==> config.mk <==
export PLATFORM = sky130hd
export DESIGN_NAME = adapter_ppfifo_2_axi_stream
export DESIGN_NICKNAME = d
export VERILOG_FILES = /design/src/rtl/adapter_ppfifo_2_axi_stream.sv
export SDC_FILE = /design/constraint.sdc
export NUM_CORES = 1
export LEC_CHECK = 0
export CORE_ASPECT_RATIO = 0.75
export CORE_MARGIN = 1
export CORE_UTILIZATION = 35
export CTS_CLUSTER_SIZE = 20
export DETAILED_ROUTE_END_ITERATION = 12
export GPL_TIMING_DRIVEN = 1
export SLEW_MARGIN = 40
export SYNTH_ARGS = -nofsm -noshare
export SYNTH_HDL_FRONTEND = slang
export SYNTH_SLANG_ARGS = --single-unit
==> constraint.sdc <==
create_clock -name i_axi_clk -period 6.39 [get_ports i_axi_clk]
set_input_delay 0.639 -clock i_axi_clk [delete_from_list [all_inputs] [get_ports i_axi_clk]]
set_output_delay 0.639 -clock i_axi_clk [all_outputs]
set_load 0.01 [all_outputs]
==> src/rtl/adapter_ppfifo_2_axi_stream.sv <==
// Ping Pong FIFO read-block to AXI stream adapter: drains one read block per
// activation, with a 2-entry output skid buffer covering the 1-cycle read latency.
module adapter_ppfifo_2_axi_stream #(
  parameter int DATA_WIDTH   = 32,
  parameter int STROBE_WIDTH = DATA_WIDTH / 8
) (
  input  logic                    i_axi_clk,
  input  logic                    rst,

  output logic                    o_ppfifo_clk,
  input  logic                    i_ppfifo_rdy,
  output logic                    o_ppfifo_act,
  input  logic [23:0]             i_ppfifo_size,
  output logic                    o_ppfifo_stb,
  input  logic [DATA_WIDTH-1:0]   i_ppfifo_data,

  output logic                    o_axi_valid,
  input  logic                    i_axi_ready,
  output logic [DATA_WIDTH-1:0]   o_axi_data,
  output logic [STROBE_WIDTH-1:0] o_axi_keep,
  output logic                    o_axi_last
);

  typedef enum logic [1:0] {
    IDLE,
    READY,
    RELEASE
  } state_t;

  state_t                  state_q, state_d;
  logic                    act_q, act_d;
  logic                    stb_q, stb_d;
  logic [23:0]             size_q, size_d;
  logic [23:0]             issue_q, issue_d;
  logic [23:0]             recv_q, recv_d;

  logic                    out_valid_q, out_valid_d;
  logic                    out_last_q, out_last_d;
  logic [DATA_WIDTH-1:0]   out_data_q, out_data_d;
  logic [STROBE_WIDTH-1:0] keep_q, keep_d;
  logic                    skid_valid_q, skid_valid_d;
  logic                    skid_last_q, skid_last_d;
  logic [DATA_WIDTH-1:0]   skid_data_q, skid_data_d;

  logic                    pop;
  logic                    in_last;
  logic [1:0]              occ;

  assign o_ppfifo_clk = i_axi_clk;
  assign o_ppfifo_act = act_q;
  assign o_ppfifo_stb = stb_q;
  assign o_axi_valid  = out_valid_q;
  assign o_axi_data   = out_data_q;
  assign o_axi_last   = out_last_q;
  assign o_axi_keep   = keep_q;

  assign pop     = out_valid_q && i_axi_ready;
  // recv_q indexes the word arriving this cycle (popped by last cycle's stb)
  assign in_last = (recv_q == (size_q - 24'd1));
  assign occ     = 2'(out_valid_q) + 2'(skid_valid_q) + 2'(stb_q);

  // Output register plus one skid slot; the skid only fills while the output stalls.
  always_comb begin
    out_valid_d  = out_valid_q;
    out_last_d   = out_last_q;
    out_data_d   = out_data_q;
    skid_valid_d = skid_valid_q;
    skid_last_d  = skid_last_q;
    skid_data_d  = skid_data_q;
    if (!out_valid_q || pop) begin
      if (skid_valid_q) begin
        out_valid_d  = 1'b1;
        out_last_d   = skid_last_q;
        out_data_d   = skid_data_q;
        skid_valid_d = stb_q;
        if (stb_q) begin
          skid_last_d = in_last;
          skid_data_d = i_ppfifo_data;
        end
      end else if (stb_q) begin
        out_valid_d = 1'b1;
        out_last_d  = in_last;
        out_data_d  = i_ppfifo_data;
      end else begin
        out_valid_d = 1'b0;
        out_last_d  = 1'b0;
      end
    end else if (stb_q) begin
      skid_valid_d = 1'b1;
      skid_last_d  = in_last;
      skid_data_d  = i_ppfifo_data;
    end
    keep_d = out_valid_d ? '1 : '0;
  end

  always_comb begin
    state_d = state_q;
    act_d   = act_q;
    stb_d   = 1'b0;
    size_d  = size_q;
    issue_d = issue_q;
    recv_d  = recv_q;
    case (state_q)
      IDLE: begin
        act_d = 1'b0;
        if (i_ppfifo_rdy && !act_q) begin
          act_d   = 1'b1;
          size_d  = i_ppfifo_size;
          issue_d = '0;
          recv_d  = '0;
          state_d = (i_ppfifo_size == 24'd0) ? RELEASE : READY;
        end
      end
      READY: begin
        if (stb_q) recv_d = recv_q + 24'd1;
        if ((issue_q < size_q) && ((occ - 2'(pop)) < 2'd2)) begin
          stb_d   = 1'b1;
          issue_d = issue_q + 24'd1;
        end
        if ((issue_q == size_q) && !stb_q && !out_valid_d && !skid_valid_d)
          state_d = RELEASE;
      end
      RELEASE: begin
        act_d   = 1'b0;
        state_d = IDLE;
      end
      default: begin
        act_d   = 1'b0;
        state_d = IDLE;
      end
    endcase
  end

  always_ff @(posedge i_axi_clk) begin
    if (rst) begin
      state_q      <= IDLE;
      act_q        <= 1'b0;
      stb_q        <= 1'b0;
      size_q       <= '0;
      issue_q      <= '0;
      recv_q       <= '0;
      out_valid_q  <= 1'b0;
      out_last_q   <= 1'b0;
      out_data_q   <= '0;
      keep_q       <= '0;
      skid_valid_q <= 1'b0;
      skid_last_q  <= 1'b0;
      skid_data_q  <= '0;
    end else begin
      state_q      <= state_d;
      act_q        <= act_d;
      stb_q        <= stb_d;
      size_q       <= size_d;
      issue_q      <= issue_d;
      recv_q       <= recv_d;
      out_valid_q  <= out_valid_d;
      out_last_q   <= out_last_d;
      out_data_q   <= out_data_d;
      keep_q       <= keep_d;
      skid_valid_q <= skid_valid_d;
      skid_last_q  <= skid_last_d;
      skid_data_q  <= skid_data_d;
    end
  end

endmodule

==> summary.md, run 1 <==
* Clock Latency Late Sink: 0.55 ns
* kind of path behind the tightest hold check: flop to flop
* Cell Pwr Density: 275 nW/um^2
* hold-critical path endpoint: skid_data_q[29]
* Slew headroom: 0.478
* commonest non-fill, non-tap cell in the layout: nand2_1
* Die Footprint: 21,700 um^2
* global-route wire length before repair: 31,900 um
* post-synthesis net count: 995
* total congestion overflow after global routing: 0
* capture instance of the worst register-to-register path: issue_q[14]
* Clock Skew: 0.0148 ns
* post-layout net count: 1,069
* length of the first detailed-routing pass in iterations: 5
* kind of start point of the critical path: clock port
* share of synthesized flip-flops with an asynchronous set or reset: 0
* number of endpoints with negative hold slack in the final report: 0
* largest net degree at the start of global routing: 65
* pins over their slew limit: 0
* count of state elements after synthesis: 144
* post-detailed-route count of antenna-violating nets: 0
* crit path setup slack, layout: 1.84 ns
* via count: 6,613
* mean cell area of the mapped netlist: 8.14 um^2
* final estimated routing congestion in global placement: 0.859
* hold-critical path depth: 2
* IO Pins: 101
* area growth from synthesis to layout: 25.5%
* DRC viols: 0
* via count of the first global-routing pass: 6,049
* count of final setup violators: 0
* net load switching power: 764 uW
* Setup CP Type: clock port to primary output
* Worst setup EP type: primary output
* net switching fraction of the power: 0.300
* Synth area leader: dfxtp_1
* sum of routed wire length over all layers: 19,600 um
* initial cell density of the core: 0.361
* Max rail drop VDD: 0.206 mV
* antenna violations before repair: 0
* setup repair after global routing missed its margin: no
* Gates resized, CTS repair: 0
* portion of total power attributed to sequential cells: 0.385
* internal power: 1.78 mW
* cell row count: 45
* clock-pin slew of the registers on the worst-case setup and hold paths: 0.07 ns
* dominant synthesized flop cell: dfxtp_1
* part of the Yosys area used for sequential elements: 0.391
* average wire per cell in the routed design: 15.4 um
* Post-Route Setup TNS: 0 ns
* overall routing resource usage: 0.189
* via/cell ratio: 5.18
* Max FO, Critical Path: 2
* result of the run: completed
* number of buffers added to fix hold violations after cts: 0
* post-detailed-placement half-perimeter wirelength: 13,600 um
* Die W: 170 um
* EDFF count, synth: 0
* clock group share of total power: 0.447
* Yosys warning total: 0
* TritonCTS clock tree: done
* arrival time of the worst setup path: 3.91 ns
* Setup Buffers After CTS: 0
* post-synthesis cell count: 907
* DR iter-0 viols: 475
* Worst Setup Slack post-DPL: 2.11 ns
* number of cells on the worst reg-to-reg path: 10
* most frequent cells in the layout: 147 x nand2_1, 143 x dfxtp_1, 99 x clkdlybuf4s50_1
* leakage: 3.15 nW
* Diodes inserted: 0
* Die Y: 128 um
* endpoint required time on the critical path: 5.75 ns
* Least-Margin Pin Slew: 0.778 ns
* startpoint of the lowest-slack register-to-register path: o_axi_keep[2]
* cell area after synthesis: 7380 um^2
* Maximum Capacitance Violations: 0
* number of buffers added on ports: 100
* register-to-register setup slack: 3.13 ns
* core area: 20,400 um^2
* biggest area contributors in the synthesized netlist: dfxtp_1 39%, nand2_1 7.5%, a21oi_1 5.9%
* distinct cell type count of the synthesized netlist: 54
* fraction of power consumed by combinational cells: 0.168
* final cell utilization of the core: 0.453
* portion of synthesized cell area occupied by the leading cell type: 0.391
* share of cells above drive strength 1: 0.0604
* start point of the worst hold path: skid_data_q[29]
final cells by class:
| cell class | count | area (um^2) |
|---|---|---|
| Clock inverter | 15 | 183 |
| Clock buffer | 21 | 510 |
| Inverter | 29 | 109 |
| Sequential cell | 144 | 2880 |
| Multi-Input combinational cell | 677 | 4170 |
| Timing Repair Buffer | 108 | 1060 |
| Fill cell | 1959 | 11200 |
| Tap cell | 282 | 353 |
kinds of logic (layout without fill, tap and decap cells):
kind of cell,after synthesis,in the layout,share of synthesized area
simple gates,366,366,0.234
compound gates,189,189,0.163
flops,144,144,0.391
buf+inv,86,173,0.0473
xor+xnor,59,59,0.0700
mux,35,35,0.0475
fa+ha+maj,28,28,0.0475
worst max path at each step:
stage | startpoint | to | slack, ns | cells past startpoint
6_report | i_axi_clk | o_ppfifo_clk | 1.84 | 3
2_1_floorplan | i_axi_clk | o_ppfifo_clk | 2.44 | 1
4_1_cts | i_axi_clk | o_ppfifo_clk | 1.83 | 3
3_3_place_gp | i_axi_clk | o_ppfifo_clk | 2.11 | 1
5_1_grt | i_axi_clk | o_ppfifo_clk | 1.83 | 3
3_5_place_dp | i_axi_clk | o_ppfifo_clk | 2.11 | 1
synthesized netlist by cell type (all sizes together), types with 3 or more instances:
cell and count:
nand3b 3, xnor2 33, nand2b 4, ha 28
or3 11, clkbuf 44, xor2 26, nor4 14
nor3 7, or4 6, nor2b 4, o211ai 3
o21ai 12, o31ai 6, and3 7, nor2 94
nand3 25, a21o 8, o22ai 3, nand4 23
a2111oi 10, and4 7, mux2i 35, a21oi 88
buf 13, and2 7, inv 29, a31oi 7
nand2 147, dfxtp 144, a211oi 37
flip-flops by register name, summed over array words and instances, names as in the netlist, 2 cells and up:
register     count
size_q          24
o_axi_data      32
skid_data_q     32
state_q          2
recv_q          24
issue_q         24
power by group through the flow:
stage | sequential (mW) | clock (mW) | combinational (mW)
final | 0.981 | 1.14 | 0.427
after floorplan | 0.995 | 0.0129 | 0.261
after CTS | 0.980 | 1.17 | 0.426
after global routing | 0.986 | 1.20 | 0.475
after global placement | 0.999 | 0.0159 | 0.421
after detailed placement | 1.00 | 0.0159 | 0.424
stage by stage:
step                instances  instance area, um^2  power, mW  hold WS [ns]
global placement         1241                 8580       1.44         0.441
floorplan                 907                 7380       1.27         0.432
finish                   1276                 9260       2.54         0.453
detailed placement       1241                 8580       1.44         0.447
global route             1276                 9260       2.66         0.474
CTS                      1276                 9260       2.57         0.456
per-layer routing:
metal	vias up	share of wire	GRT usage
li1	3341	-	-
met1	3111	0.53	0.275
met2	139	0.41	0.267
met3	22	0.051	0.0528
met4	0	0.012	0.0604
met5	-	0	0
worst max-delay path: stages:
cell and delay, ns:
clkbuf_16 0.12, clkbuf_16 0.13, clkdlybuf4s50_1 0.46
Power figures use the tool's default switching activity.
==> run 2: changes to the inputs <==
Clock period 6.39 ns to 3.7 ns, I/O delays scaled along.
==> run 2 against run 1 <==
Against the previous run: wire length is 0.93% higher; core utilization up 0.31 points; power increased by 73%; sequential cell count unchanged; cell count up 0.31%; setup slack worse by 1.2 ns; die area is the same; worst hold slack lost 0.14 ns; cell area rose by 0.69%; non-clock buffer count up 4; largest cell class unchanged.
==> summary.md, run 2 (same netlist as run 1, synthesis figures left out) <==
* result of the run: completed
* total congestion overflow after global routing: 0
* area growth from synthesis to layout: 26.3%
* Max FO, Critical Path: 13
* number of buffers added on ports: 100
* crit path setup slack, layout: 0.647 ns
* hold-critical path endpoint: issue_q[1]
* register-to-register setup slack: 0.65 ns
* post-layout net count: 1,073
* global-route wire length before repair: 32,600 um
* Slew headroom: 0.563
* leakage: 3.18 nW
* initial cell density of the core: 0.361
* Worst Setup Slack post-DPL: 0.466 ns
* via count of the first global-routing pass: 6,162
* commonest non-fill, non-tap cell in the layout: nand2_1
* kind of start point of the critical path: flop
* largest net degree at the start of global routing: 65
* number of endpoints with negative hold slack in the final report: 0
* Setup Buffers After CTS: 0
* capture instance of the worst register-to-register path: issue_q[22]
* antenna violations before repair: 0
* Worst setup EP type: flop
* sum of routed wire length over all layers: 19,800 um
* clock-pin slew of the registers on the worst-case setup and hold paths: 0.07 ns
* Cell Pwr Density: 472 nW/um^2
* number of buffers added to fix hold violations after cts: 0
* DR iter-0 viols: 499
* achievable frequency: 0.328 GHz
* most frequent cells in the layout: 147 x nand2_1, 143 x dfxtp_1, 99 x clkdlybuf4s50_1
* Maximum Capacitance Violations: 0
* core area: 20,400 um^2
* arrival time of the worst setup path: 3.52 ns
* average wire per cell in the routed design: 15.5 um
* count of final setup violators: 0
* share of cells above drive strength 1: 0.0651
* kind of path behind the tightest hold check: primary input to flop
* Max rail drop VDD: 0.315 mV
* post-route worst hold slack: 0.315 ns
* Clock Skew: 0.0151 ns
* Gates resized, CTS repair: 0
* cell row count: 45
* pins over their slew limit: 0
* overall routing resource usage: 0.192
* post-detailed-route count of antenna-violating nets: 0
* final estimated routing congestion in global placement: 0.885
* start point of the worst hold path: rst
* IO Pins: 101
* number of cells on the worst reg-to-reg path: 10
* Least-Margin Pin Slew: 0.656 ns
* Die W: 170 um
* setup repair after global routing missed its margin: no
* launching element of the worst setup path: size_q[5]
* TritonCTS clock tree: done
* via/cell ratio: 5.15
* Post-Route Setup TNS: 0 ns
* Die Footprint: 21,700 um^2
* post-detailed-placement half-perimeter wirelength: 14,000 um
* hold-critical path depth: 2
* crit path time final: 3.05 ns
* DRC viols: 0
* fraction of the cycle the final worst path needs: 0.825
* post-route cell area: 9320 um^2
* Die Y: 128 um
* Clock Latency Late Sink: 0.55 ns
* endpoint required time on the critical path: 4.17 ns
* Setup CP Type: flop to flop
* final cell utilization of the core: 0.456
* via count: 6,598
* Diodes inserted: 0
* placed instance area: 8630 um^2
* length of the first detailed-routing pass in iterations: 5
* startpoint of the lowest-slack register-to-register path: size_q[5]
run 2: worst max-delay path by stage:
stage / to / cells after the start
final: issue_q[22] / 10
after global routing: issue_q[9] / 10
after CTS: issue_q[12] / 11
after detailed placement: issue_q[12] / 11
after global placement: issue_q[14] / 11
after floorplan: issue_q[22] / 11
run 2: layout make-up:
| cell class | instances | area [um^2] |
|---|---|---|
| Clock buffer | 21 | 510 |
| Clock inverter | 15 | 184 |
| Fill cell | 2010 | 11100 |
| Inverter | 29 | 109 |
| Multi-Input combinational cell | 677 | 4180 |
| Sequential cell | 144 | 2880 |
| Tap cell | 282 | 353 |
| Timing Repair Buffer | 112 | 1110 |
run 2: worst max-delay path, stage by stage, from the launching register on:
cell      delay [ns]
dfxtp_1         0.45
inv_1           0.08
ha_1            0.32
a21o_1          0.16
a21oi_1         0.13
nor2b_1         0.06
o31ai_1         0.31
o211ai_1        0.31
and2_1          0.43
or4_1           0.57
a21oi_1         0.16
run 2: report_power, final:
| group | switching [mW] | internal, mW | total [mW] |
|---|---|---|---|
| sequential | 0.0756 | 1.62 | 1.69 |
| combinational | 0.419 | 0.332 | 0.751 |
| clock | 0.825 | 1.13 | 1.95 |
run 2: stage by stage:
step	power [mW]	cells
floorplan	2.19	907
global placement	2.50	1244
detailed placement	2.50	1245
CTS	4.43	1280
global route	4.60	1280
finish	4.40	1280
run 2: per-layer routing:
| layer | global-route usage | wire length, um | up-vias |
|---|---|---|---|
| met5 | 0 | 0 | - |
| met3 | 0.0513 | 1150 | 21 |
| li1 | - | - | 3360 |
| met1 | 0.282 | 10400 | 3072 |
| met4 | 0.0641 | 251 | 0 |
| met2 | 0.266 | 7980 | 145 |
==> run 3: changes to the inputs <==
Clock period 3.7 ns to 3.18 ns, I/O delays scaled along.
==> run 3 against run 2 <==
Against the previous run: critical path type unchanged; register-to-register slack lost 0.46 ns; largest cell class unchanged; die area is the same; cell area grew 0.89%; critical path depth shrank 2; maximum frequency grew 2.1%; clock skew grew 0.00090 ns; count of clock-buffer cells in the layout is the same; sequential power grew 16%; global-route usage grew 0.60 points; first-iteration DRC count grew 1.0%.
==> summary.md, run 3 (same netlist as run 1, synthesis figures left out) <==
* result of the run: completed
* Least-Margin Pin Slew: 0.663 ns
* number of endpoints with negative hold slack in the final report: 0
* DRC viols: 0
* Cell Pwr Density: 544 nW/um^2
* final estimated routing congestion in global placement: 0.872
* kind of start point of the critical path: flop
* Max rail drop VDD: 0.442 mV
* initial cell density of the core: 0.361
* leakage: 3.24 nW
* start point of the worst hold path: rst
* Clock Skew: 0.0160 ns
* hold-critical path endpoint: issue_q[1]
* register-to-register setup slack: 0.19 ns
* sum of routed wire length over all layers: 20,000 um
* via count: 6,695
* # fillers: 2,020
* fraction of the cycle the final worst path needs: 0.940
* Worst setup EP type: flop
* met1 usage: 0.292
* Maximum Capacitance Violations: 0
* number of buffers added on ports: 100
* Die Footprint: 21,700 um^2
* Max FO, Critical Path: 7
* Die Y: 128 um
* Slew headroom: 0.558
* largest net degree at the start of global routing: 65
* Setup CP Type: flop to flop
* most frequent cells in the layout: 147 x nand2_1, 143 x dfxtp_1, 99 x clkdlybuf4s50_1
* post-detailed-route count of antenna-violating nets: 0
* length of the first detailed-routing pass in iterations: 5
* Clock Latency Late Sink: 0.55 ns
* post-layout net count: 1,087
* capture instance of the worst register-to-register path: o_axi_last
* average wire per cell in the routed design: 15.5 um
* number of buffers added to fix hold violations after cts: 0
* TritonCTS clock tree: done
* cell row count: 45
* met2 track demand over resource in global routing: 0.272
* via count of the first global-routing pass: 6,314
* post-detailed-placement half-perimeter wirelength: 14,200 um
* arrival time of the worst setup path: 3.45 ns
* crit path time final: 2.99 ns
* startpoint of the lowest-slack register-to-register path: size_q[2]
* sequential cell area: 2880 um^2
* Setup Buffers After CTS: 0
* core area: 20,400 um^2
* endpoint required time on the critical path: 3.63 ns
* layer with the highest usage: met1
* crit path setup slack, layout: 0.190 ns
* total congestion overflow after global routing: 0
* DR iter-0 viols: 504
* clock-pin slew of the registers on the worst-case setup and hold paths: 0.07 ns
* global-route wire length before repair: 33,600 um
* Gates resized, CTS repair: 0
* area used by multi-input combinational logic: 4180 um^2
* via/cell ratio: 5.17
* share of cells above drive strength 1: 0.0781
* hold-critical path depth: 2
* antenna violations before repair: 0
* overall routing resource usage: 0.198
* overall power after layout: 5.12 mW
* Diodes inserted: 0
* global-route track usage on met3: 0.0599
* Post-Route Setup TNS: 0 ns
* kind of path behind the tightest hold check: primary input to flop
* pins over their slew limit: 0
* number of cells on the worst reg-to-reg path: 8
* IO Pins: 101
* count of final setup violators: 0
* commonest non-fill, non-tap cell in the layout: nand2_1
* achievable frequency: 0.334 GHz
* Worst Setup Slack post-DPL: 0.242 ns
* area growth from synthesis to layout: 27.4%
* setup repair after global routing missed its margin: no
* Die W: 170 um
## run 3: cell types whose count changed in the layout (fill, tap and decap cells not counted), sizes merged
cell / change
buf: +14
bufinv: -1
clkinv: +1
clkinvlp: -1
inv: +1
## run 3: worst max path at each step
| stage | from | endpoint | slack [ns] |
|---|---|---|---|
| 3_3_place_gp | size_q[2] | o_axi_last | 0.29 |
| 3_5_place_dp | i_axi_ready | issue_q[12] | 0.24 |
| 5_1_grt | size_q[2] | o_axi_last | 0.005 |
| 4_1_cts | size_q[2] | o_axi_last | 0.25 |
| 2_1_floorplan | o_axi_keep[2] | issue_q[22] | 0.43 |
| 6_report | size_q[2] | o_axi_last | 0.19 |
## run 3: per-layer routing
layer | wire [um] | share of wire
met1 | 10500 | 0.52
met2 | 8050 | 0.40
met3 | 1310 | 0.065
met4 | 198 | 0.0099
met5 | 0 | 0
## run 3: per-stage QoR
step / instances / hold slack (ns) / instance area, um^2 / utilization
global route: 1294 / 0.292 / 9410 / 0.460
CTS: 1294 / 0.258 / 9400 / 0.460
global placement: 1259 / 0.441 / 8720 / 0.427
detailed placement: 1259 / 0.446 / 8720 / 0.427
floorplan: 907 / 0.410 / 7380 / -
finish: 1294 / 0.284 / 9410 / 0.460
## run 3: worst max-delay path, cell delays in order, from the launching register on
cell	delay (ns)
dfxtp_1	0.40
nor4_4	0.56
nand3_1	0.32
xnor2_1	0.20
or3_1	0.32
a2111oi_0	0.41
o2111a_1	0.30
nand4b_1	0.14
a221oi_2	0.25
## run 3: report_power, final
| group | leakage (nW) | total [mW] | switching, mW | internal, mW |
|---|---|---|---|---|
| sequential | 1.17 | 1.96 | 0.0784 | 1.88 |
| clock | 0.340 | 2.24 | 0.987 | 1.25 |
| combinational | 1.73 | 0.918 | 0.509 | 0.409 |
| total | 3.24 | 5.12 | 1.57 | 3.54 |
## run 3: final cells by class
| class | instances | share of cell area |
|---|---|---|
| multi-input combinational | 677 | 0.444 |
| sequential | 144 | 0.307 |
| timing repair buffer | 126 | 0.127 |
| clock buffer | 21 | 0.0543 |
| tap | 282 | 0.0375 |
| clock inverter | 15 | 0.0193 |
| inverter | 29 | 0.0116 |
